[src/rtl/data_mem_master.sv]
// rtl/data_mem_master.sv - load/store initiator for the 2048-word synchronous data memory
// Optional build macro ALIGN_CHECK_EN: reject misaligned half/word accesses instead of truncating the offset.
module data_mem_master #(
  parameter logic [31:0] BASE_ADDR = 32'h1001_0000,
  parameter int          ADDR_W    = 11
) (
  input  logic              clk,
  input  logic              rst_n,
  input  logic              req_valid,
  output logic              req_ready,
  input  logic              req_write,
  input  logic [1:0]        req_size,
  input  logic              req_unsigned,
  input  logic [31:0]       req_addr,
  input  logic [31:0]       req_wdata,
  output logic              rsp_valid,
  output logic              rsp_err,
  output logic [31:0]       rsp_rdata,
  output logic              mem_en,
  output logic [3:0]        mem_we,
  output logic [ADDR_W-1:0] mem_addr,
  output logic [31:0]       mem_wdata,
  input  logic [31:0]       mem_rdata
);

  typedef enum logic [1:0] {IDLE, ISSUE, WAIT, RESP} state_t;

  state_t              state, state_nxt;
  logic                wr_q, uns_q, err_q;
  logic [1:0]          size_q, off_q;
  logic [31:0]         wdata_q, rdata_q;
  logic [ADDR_W-1:0]   idx_q;

  logic                accept, in_range, misalign, req_err;
  logic [31:0]         rel;
  logic [1:0]          req_off;
  logic [7:0]          byte_sel;
  logic [15:0]         half_sel;
  logic [31:0]         load_ext;

  assign accept = req_valid && (state == IDLE);
  assign rel    = req_addr - BASE_ADDR;
  // Anything below the base wraps to a huge offset, so the upper-bits test also covers it.
  assign in_range = (req_addr >= BASE_ADDR) && ((rel >> (ADDR_W + 2)) == 32'd0);

`ifdef ALIGN_CHECK_EN
  assign misalign = ((req_size == 2'd1) && req_addr[0]) ||
                    ((req_size == 2'd2) && (req_addr[1:0] != 2'd0));
  assign req_off  = req_addr[1:0];
`else
  assign misalign = 1'b0;
  always_comb begin
    case (req_size)
      2'd0:    req_off = req_addr[1:0];
      2'd1:    req_off = {req_addr[1], 1'b0};
      default: req_off = 2'd0;
    endcase
  end
`endif

  assign req_err = !in_range || (req_size == 2'd3) || misalign;

  // Big-endian lane selection: offset 0 is bits 31:24.
  always_comb begin
    case (off_q)
      2'd0:    byte_sel = mem_rdata[31:24];
      2'd1:    byte_sel = mem_rdata[23:16];
      2'd2:    byte_sel = mem_rdata[15:8];
      default: byte_sel = mem_rdata[7:0];
    endcase
    half_sel = off_q[1] ? mem_rdata[15:0] : mem_rdata[31:16];
    case (size_q)
      2'd0:    load_ext = {{24{byte_sel[7] & ~uns_q}}, byte_sel};
      2'd1:    load_ext = {{16{half_sel[15] & ~uns_q}}, half_sel};
      default: load_ext = mem_rdata;
    endcase
  end

  always_ff @(posedge clk or negedge rst_n) begin
    if (!rst_n) begin
      state <= IDLE;
    end else begin
      state <= state_nxt;
    end
  end

  always_comb begin
    state_nxt = state;
    case (state)
      IDLE:    if (accept) state_nxt = req_err ? RESP : ISSUE;
      ISSUE:   state_nxt = wr_q ? RESP : WAIT;
      WAIT:    state_nxt = RESP;
      default: state_nxt = IDLE;
    endcase
  end

  always_ff @(posedge clk or negedge rst_n) begin
    if (!rst_n) begin
      wr_q    <= 1'b0;
      uns_q   <= 1'b0;
      err_q   <= 1'b0;
      size_q  <= 2'd0;
      off_q   <= 2'd0;
      wdata_q <= 32'd0;
      idx_q   <= '0;
      rdata_q <= 32'd0;
    end else if (accept) begin
      wr_q    <= req_write;
      uns_q   <= req_unsigned;
      err_q   <= req_err;
      size_q  <= req_size;
      off_q   <= req_off;
      wdata_q <= req_wdata;
      idx_q   <= rel[ADDR_W+1:2];
      rdata_q <= 32'd0;
    end else if (state == WAIT) begin
      rdata_q <= load_ext;
    end
  end

  always_comb begin
    req_ready = (state == IDLE);
    rsp_valid = 1'b0;
    rsp_err   = 1'b0;
    rsp_rdata = rdata_q;
    mem_en    = 1'b0;
    mem_we    = 4'b0000;
    mem_addr  = '0;
    mem_wdata = 32'd0;
    case (state)
      ISSUE: begin
        mem_en   = 1'b1;
        mem_addr = idx_q;
        if (wr_q) begin
          case (size_q)
            2'd0: begin
              mem_we    = 4'b0001 << off_q;
              mem_wdata = {4{wdata_q[7:0]}};
            end
            2'd1: begin
              mem_we    = off_q[1] ? 4'b1100 : 4'b0011;
              mem_wdata = {2{wdata_q[15:0]}};
            end
            default: begin
              mem_we    = 4'b1111;
              mem_wdata = wdata_q;
            end
          endcase
        end
      end
      RESP: begin
        rsp_valid = 1'b1;
        rsp_err   = err_q;
      end
      default: ;
    endcase
  end

endmodule

[config.mk]
export PLATFORM = sky130hd
export DESIGN_NAME = data_mem_master
export DESIGN_NICKNAME = d
export VERILOG_FILES = /design/src/rtl/data_mem_master.sv
export SDC_FILE = /design/constraint.sdc
export NUM_CORES = 1
export LEC_CHECK = 0
export CORE_MARGIN = 3
export CORE_UTILIZATION = 44
export CTS_CLUSTER_SIZE = 14
export DETAILED_ROUTE_END_ITERATION = 16
export GPL_TIMING_DRIVEN = 1
export PLACE_DENSITY = 0.81
export SLEW_MARGIN = 20
export SYNTH_ARGS = -nofsm -noshare
export SYNTH_HDL_FRONTEND = slang
export SYNTH_SLANG_ARGS = --single-unit
[constraint.sdc]
create_clock -name clk -period 2.69 [get_ports clk]
set_input_delay 0.807 -clock clk [delete_from_list [all_inputs] [get_ports clk]]
set_output_delay 0.807 -clock clk [all_outputs]
set_load 0.05 [all_outputs]
**Yosys cells after proc, flatten, opt, wreduce, memory -nomap -nowiden**

Index checks and enable logic that the tools add are counted.

- Logic and storage cells: 55
- Bits of input ports: 103
- Output and inout port bits: 83
- Register bits after elaboration: 84

- Bitwise gates (word level): 3
- Eq/ne operators: 9
- $add $sub $neg: 1
- Multiplexer cells: 21
- Magnitude comparators: 1
- Reduce and logical (&&, ||, !) cells: 10
- Shift operators: 1

Operator list:

| cell | number |
|---|---|
| $mux W32 | 4 |
| $pmux W32 S2 | 2 |
| $ge A32 B29 Y1 const B | 1 |
| $logic_not A32 Y1 | 1 |
| $sub A32 B29 Y32 const B | 1 |
| $pmux W8 S3 | 1 |
| $mux W16 | 1 |
| $mux W4 | 3 |
| $mux W11 | 1 |
| $eq A2 B1 Y1 const B | 4 |
| $eq A2 B2 Y1 const B | 4 |
| $logic_not A2 Y1 | 4 |
| $pmux W4 S2 | 1 |
| $pmux W2 S3 | 1 |
| $mux W1 | 4 |
| $mux W2 | 2 |
| $pmux W2 S2 | 1 |
| $shl A1 B2 Y4 const A | 1 |
| $and A1 B1 Y1 | 2 |
| $logic_and A1 B1 Y1 | 2 |
| $ne A2 B1 Y1 const B | 1 |
| $reduce_bool A2 Y1 | 1 |
| $logic_not A1 Y1 | 1 |
| $logic_or A1 B1 Y1 | 1 |
| $not A1 Y1 | 1 |

**Logic depth before layout (Yosys ltp)**

- Depth in word-level cells: 8
- Mapped depth: 8

**Least setup slack after synthesis**

OpenSTA, ideal clock, no wires.

- Kind: flip-flop to output port
- Start point: reg state[1]
- End point: out mem_wdata[16]
- Path slack: -329 ps
- Stages on the path, launching flop included: 6
- Path buffers: 1
- Data required time: 1883 ps
- Arrival: 2212 ps
- Cell sequence: dfrtp_1 -> inv_1 -> ha_1 -> nand2_1 -> clkbuf_1 -> nor2_1

- Longest elaborated chain between the ends: 2

RTL lines:

| item | RTL line | source |
|---|---|---|
| start, declared | 28 | `state_t state, state_nxt;` |
| start signal, assigned | 83 | `state <= state_nxt;` |
| $eq A2 B1 Y1 | 130 | `case (state)` |
| $mux W32 | 130 |  |
| end, declared | 22 | `output logic [31:0] mem_wdata,` |

Every way passes these cells.

**Final worst setup path**

- Start point: reg size_q[0]
- End point: out mem_wdata[28]

- Longest elaborated chain between the ends: 4

RTL lines:

| item | RTL line | source |
|---|---|---|
| start, declared | 30 | `logic [1:0] size_q, off_q;` |
| start signal, assigned | 111 | `size_q <= req_size;` |
| $eq A2 B1 Y1 or $logic_not A2 Y1 (tied branches) | 135 | `case (size_q)` |
| $pmux W32 S2 * | 135 |  |
| $mux W32 * | 134 | `if (wr_q) begin` |
| $mux W32 * | 130 |  |

Every way passes the cells marked *; elsewhere a longest branch is shown, timed or not.

==> metrics.md <==
| Metric | Value |
|---|---|
| Longest Clk Path Bufs | `2` |
| Max_cap viols | `0` |
| Grt met2 use | `between 40% and 50%` |
| Data arrival, critical path | `1.80 ns` |
| Commonest non-fill, non-tap cell in the layout | `clkdlybuf4s50_1` |
| Measured slew at the worst slew-check pin | `slightly above 1 ns` |
| VDD IR max | `about 590 µV` |
| Sequence of cells on the critical path | `buf_4 > mux2i_1 > nor2_1 > a21oi_1 > nor2_2 > buf_12` |
| Global-route met1 utilization | `31.3%` |
| CTS buffer count | `9` |
| Via count | `between 4k and 5k` |
| Drt wl/cell | `approximately 19 µm` |
| Final setup margin | `approximately 0.088 ns` |
| Hold Vio Cnt, Final | `0` |
| Initial core utilization | `46.3%` |
| Worst slack at placement | `-0.378 ns` |
| Share of layout cells above drive strength 1 | `roughly 21%` |
| Vias per std cell | `~5.6` |
| Synth top area share | `between 40% and 50%` |
| Leak | `~3.2 nW` |
| Share of power burned in registers | `about a quarter` |
| Clock Pin Slew Worst Setup and Hold Paths | `about 0.09 ns` |
| Initial antenna violation count | `0` |
| CP max stage delay | `0.49 ns` |
| Drt first pass iters | `4` |
| Row cnt | `36` |
| Met3 Usage GRT | `7.46%` |
| Final core occ | `75.5%` |
| Int Pwr | `~0.0046 W` |
| CP Capture Type | `output port` |
| I/O pin count | `around 190` |
| CP required | `between 1.5 and 2 ns` |
| Unrepaired setup endpoints after global routing | `no` |
| Number of flops mapped to enable cells by yosys | `0` |
| Clk_skew | `0.0162 ns` |
| Crit path max-delay family | `flip-flops` |
| Asr flop ratio synth | `100%` |
| F_max | `roughly 380 MHz` |
| CORE AREA | `9950 µm²` |
| Fin crit period | `~2.6 ns` |
| Crit path kind | `flop to output port` |
| Ys flop type | `dfrtp_1` |
| # port buffers | `between 150 and 200` |
| Max Fanout on Critical Path | `8` |
| Synth warn | `0` |
| Overall Global Routing Usage | `between 20% and 30%` |
| CP max-delay cell | `dfrtp_2` |
| Commonest non-fill, non-tap cells in the layout | `130 x clkdlybuf4s50_1, 82 x dfrtp_1, 52 x buf_12` |
| DRT iter0 DRCs | `191` |
| Skew-Pair Late Insertion Delay | `0.36 ns` |
| Die width | `roughly 110 µm` |
| Synthesized area per cell | `around 10 µm²` |
| Diodes inserted | `0` |
| Vias in the first global route | `4599` |
| Sequential fraction of the synthesis area | `a little under half` |
| Pwr/cell area | `roughly 1200 nW/µm²` |
| Post-Route WL | `about 15 mm` |
| Sw Share | `between 40 and 50%` |
| Largest net degree at the start of global routing | `47` |
| Top post-synthesis cells by area | `dfrtp_1 46%, mux2_1 11%, mux2i_1 5.2%` |
| Global-route wire length before repair | `23.2 mm` |
| Syn Nets | `~570` |
| Hold crit path type | `input pin to asynchronous set/reset pin` |
| Comb pwr share | `between 60% and 70%` |
| Remaining antenna violation count after routing | `0` |
| Root Buffer | `clkbuf_8` |
| Hold_buf cts | `0` |
| Area of the mapped netlist | `approximately 4600 µm²` |
| Die area | `between 10000 and 15000 µm²` |
| Area delta synth->final | `63.2%` |
| CTS tree | `done` |
| Clock sink total | `84` |
| # nets final | `760` |
| Fin crit share | `96.7%` |
| Fillers | `around 670` |
| Global route hottest layer | `met2` |
| Max-Slew Margin vs Limit | `a little under a third` |
| DR DRC count | `0` |
| Setup TNS | `0 ns` |
| Setup crit start kind | `flop` |
| Clk pwr share | `just over 10%` |
| #FFs+latches synth | `84` |
| DP Wirelength | `11.1 mm` |
| Largest area contributor in the netlist | `dfrtp_1` |
| Slew Viols, Final | `0` |
| Placer's final routability congestion estimate | `0.860` |
| Htree depth | `3` |
| Netlist cell types | `49` |
| Buf/Inv on CP | `2` |
| Die height | `108 µm` |
| Setup-failing EPs final | `0` |
| Grt total ovfl | `0` |
| Status | `completed` |
| Post-Syn Instances | `461` |
| P_sw | `around 0.0042 W` |
[Yosys cell counts (7+ instances only)]
library cell and count:
nand2_1 52, o21ai_0 9, a22oi_1 7, inv_1 11, o22ai_1 7, a21oi_1 47
a221oi_1 8, a22o_1 16, nor2_1 40, and2_1 12, mux2i_1 24, clkbuf_1 25
mux2_1 47, dfrtp_1 84, o21ai_1 18, and3_1 8
[per-layer routing]
layer | share of wire (%) | vias up | routed length (µm)
li1 | - | 2030 | -
met1 | 39 | 2143 | 5650
met2 | 49 | 217 | 7240
met3 | 9.6 | 32 | 1400
met4 | 2.4 | 0 | 359
met5 | 0 | - | 0
[area by class of cell]
class                   instances  area, µm²  share of cell area, %
clock buffers                  12        145                   1.93
clock inverters                 4       48.8                  0.649
inverters                      14       52.6                  0.699
multi-input cells             334       2440                   32.4
flip-flops and latches         84       2100                   28.0
well taps                     133        166                   2.21
repair buffers                209       2560                   34.1
[timing repair]
action,4_1_cts,5_1_grt
gates resized for setup,5,9
buffers inserted,1,0
endpoints found under the setup margin,10,28
pin swaps,4,5
[flip-flops by register name, summed over array words and instances, names as in the netlist]
signal     cells
uns_q          1
state          2
wr_q           1
err_q          1
off_q          2
size_q         2
idx_q         11
rsp_rdata     32
wdata_q       32
[path summary, 6_finish.rpt]
kind / startpoint / endpoint / slack, ns / depth (start not counted)
worst min-delay path: rst_n / rsp_rdata[16] / 0.43 / 1
min in group clk: rsp_rdata[23] / rsp_rdata[23] / 0.49 / 2
worst max-delay path: size_q[0] / mem_wdata[28] / 0.09 / 6
worst min register to register: rsp_rdata[23] / rsp_rdata[23] / 0.49 / 2
worst max register to register: state[0] / rsp_rdata[0] / 0.79 / 6
max in group asynchronous: rst_n / size_q[1] / 1.58 / 2
[power by group through the flow]
| stage | Combinational, W | Clock [W] | Sequential [W] |
|---|---|---|---|
| 2_1_floorplan | 0.00291 | 0 | 0.00278 |
| 3_3_place_gp | 0.00537 | 0 | 0.00228 |
| 3_5_place_dp | 0.00550 | 0 | 0.00233 |
| 4_1_cts | 0.00553 | 0.000914 | 0.00231 |
| 5_1_grt | 0.00591 | 0.000984 | 0.00240 |
| 6_report | 0.00554 | 0.000905 | 0.00232 |
[logic make-up (layout without fill, tap and decap cells)]
family	Yosys count	count (layout)	share of synthesized area, %
xor+xnor	4	4	1.17
mux	73	73	17.5
compound gates	125	125	17.9
buf+inv	43	239	3.56
fa+ha+maj	5	5	1.36
flops	84	84	45.6
simple gates	127	127	12.9
[through the flow]
stage / instances / hold slack [ns] / area (µm²) / total power (W)
final: 790 / 0.435 / 7520 / 0.00877
after global routing: 790 / 0.467 / 7520 / 0.00929
after CTS: 790 / 0.460 / 7490 / 0.00875
after detailed placement: 773 / 0.475 / 7270 / 0.00783
after global placement: 773 / 0.466 / 7270 / 0.00766
after floorplan: 461 / 0.442 / 4670 / 0.00569
Note: power is estimated with default switching activity, not from simulation.
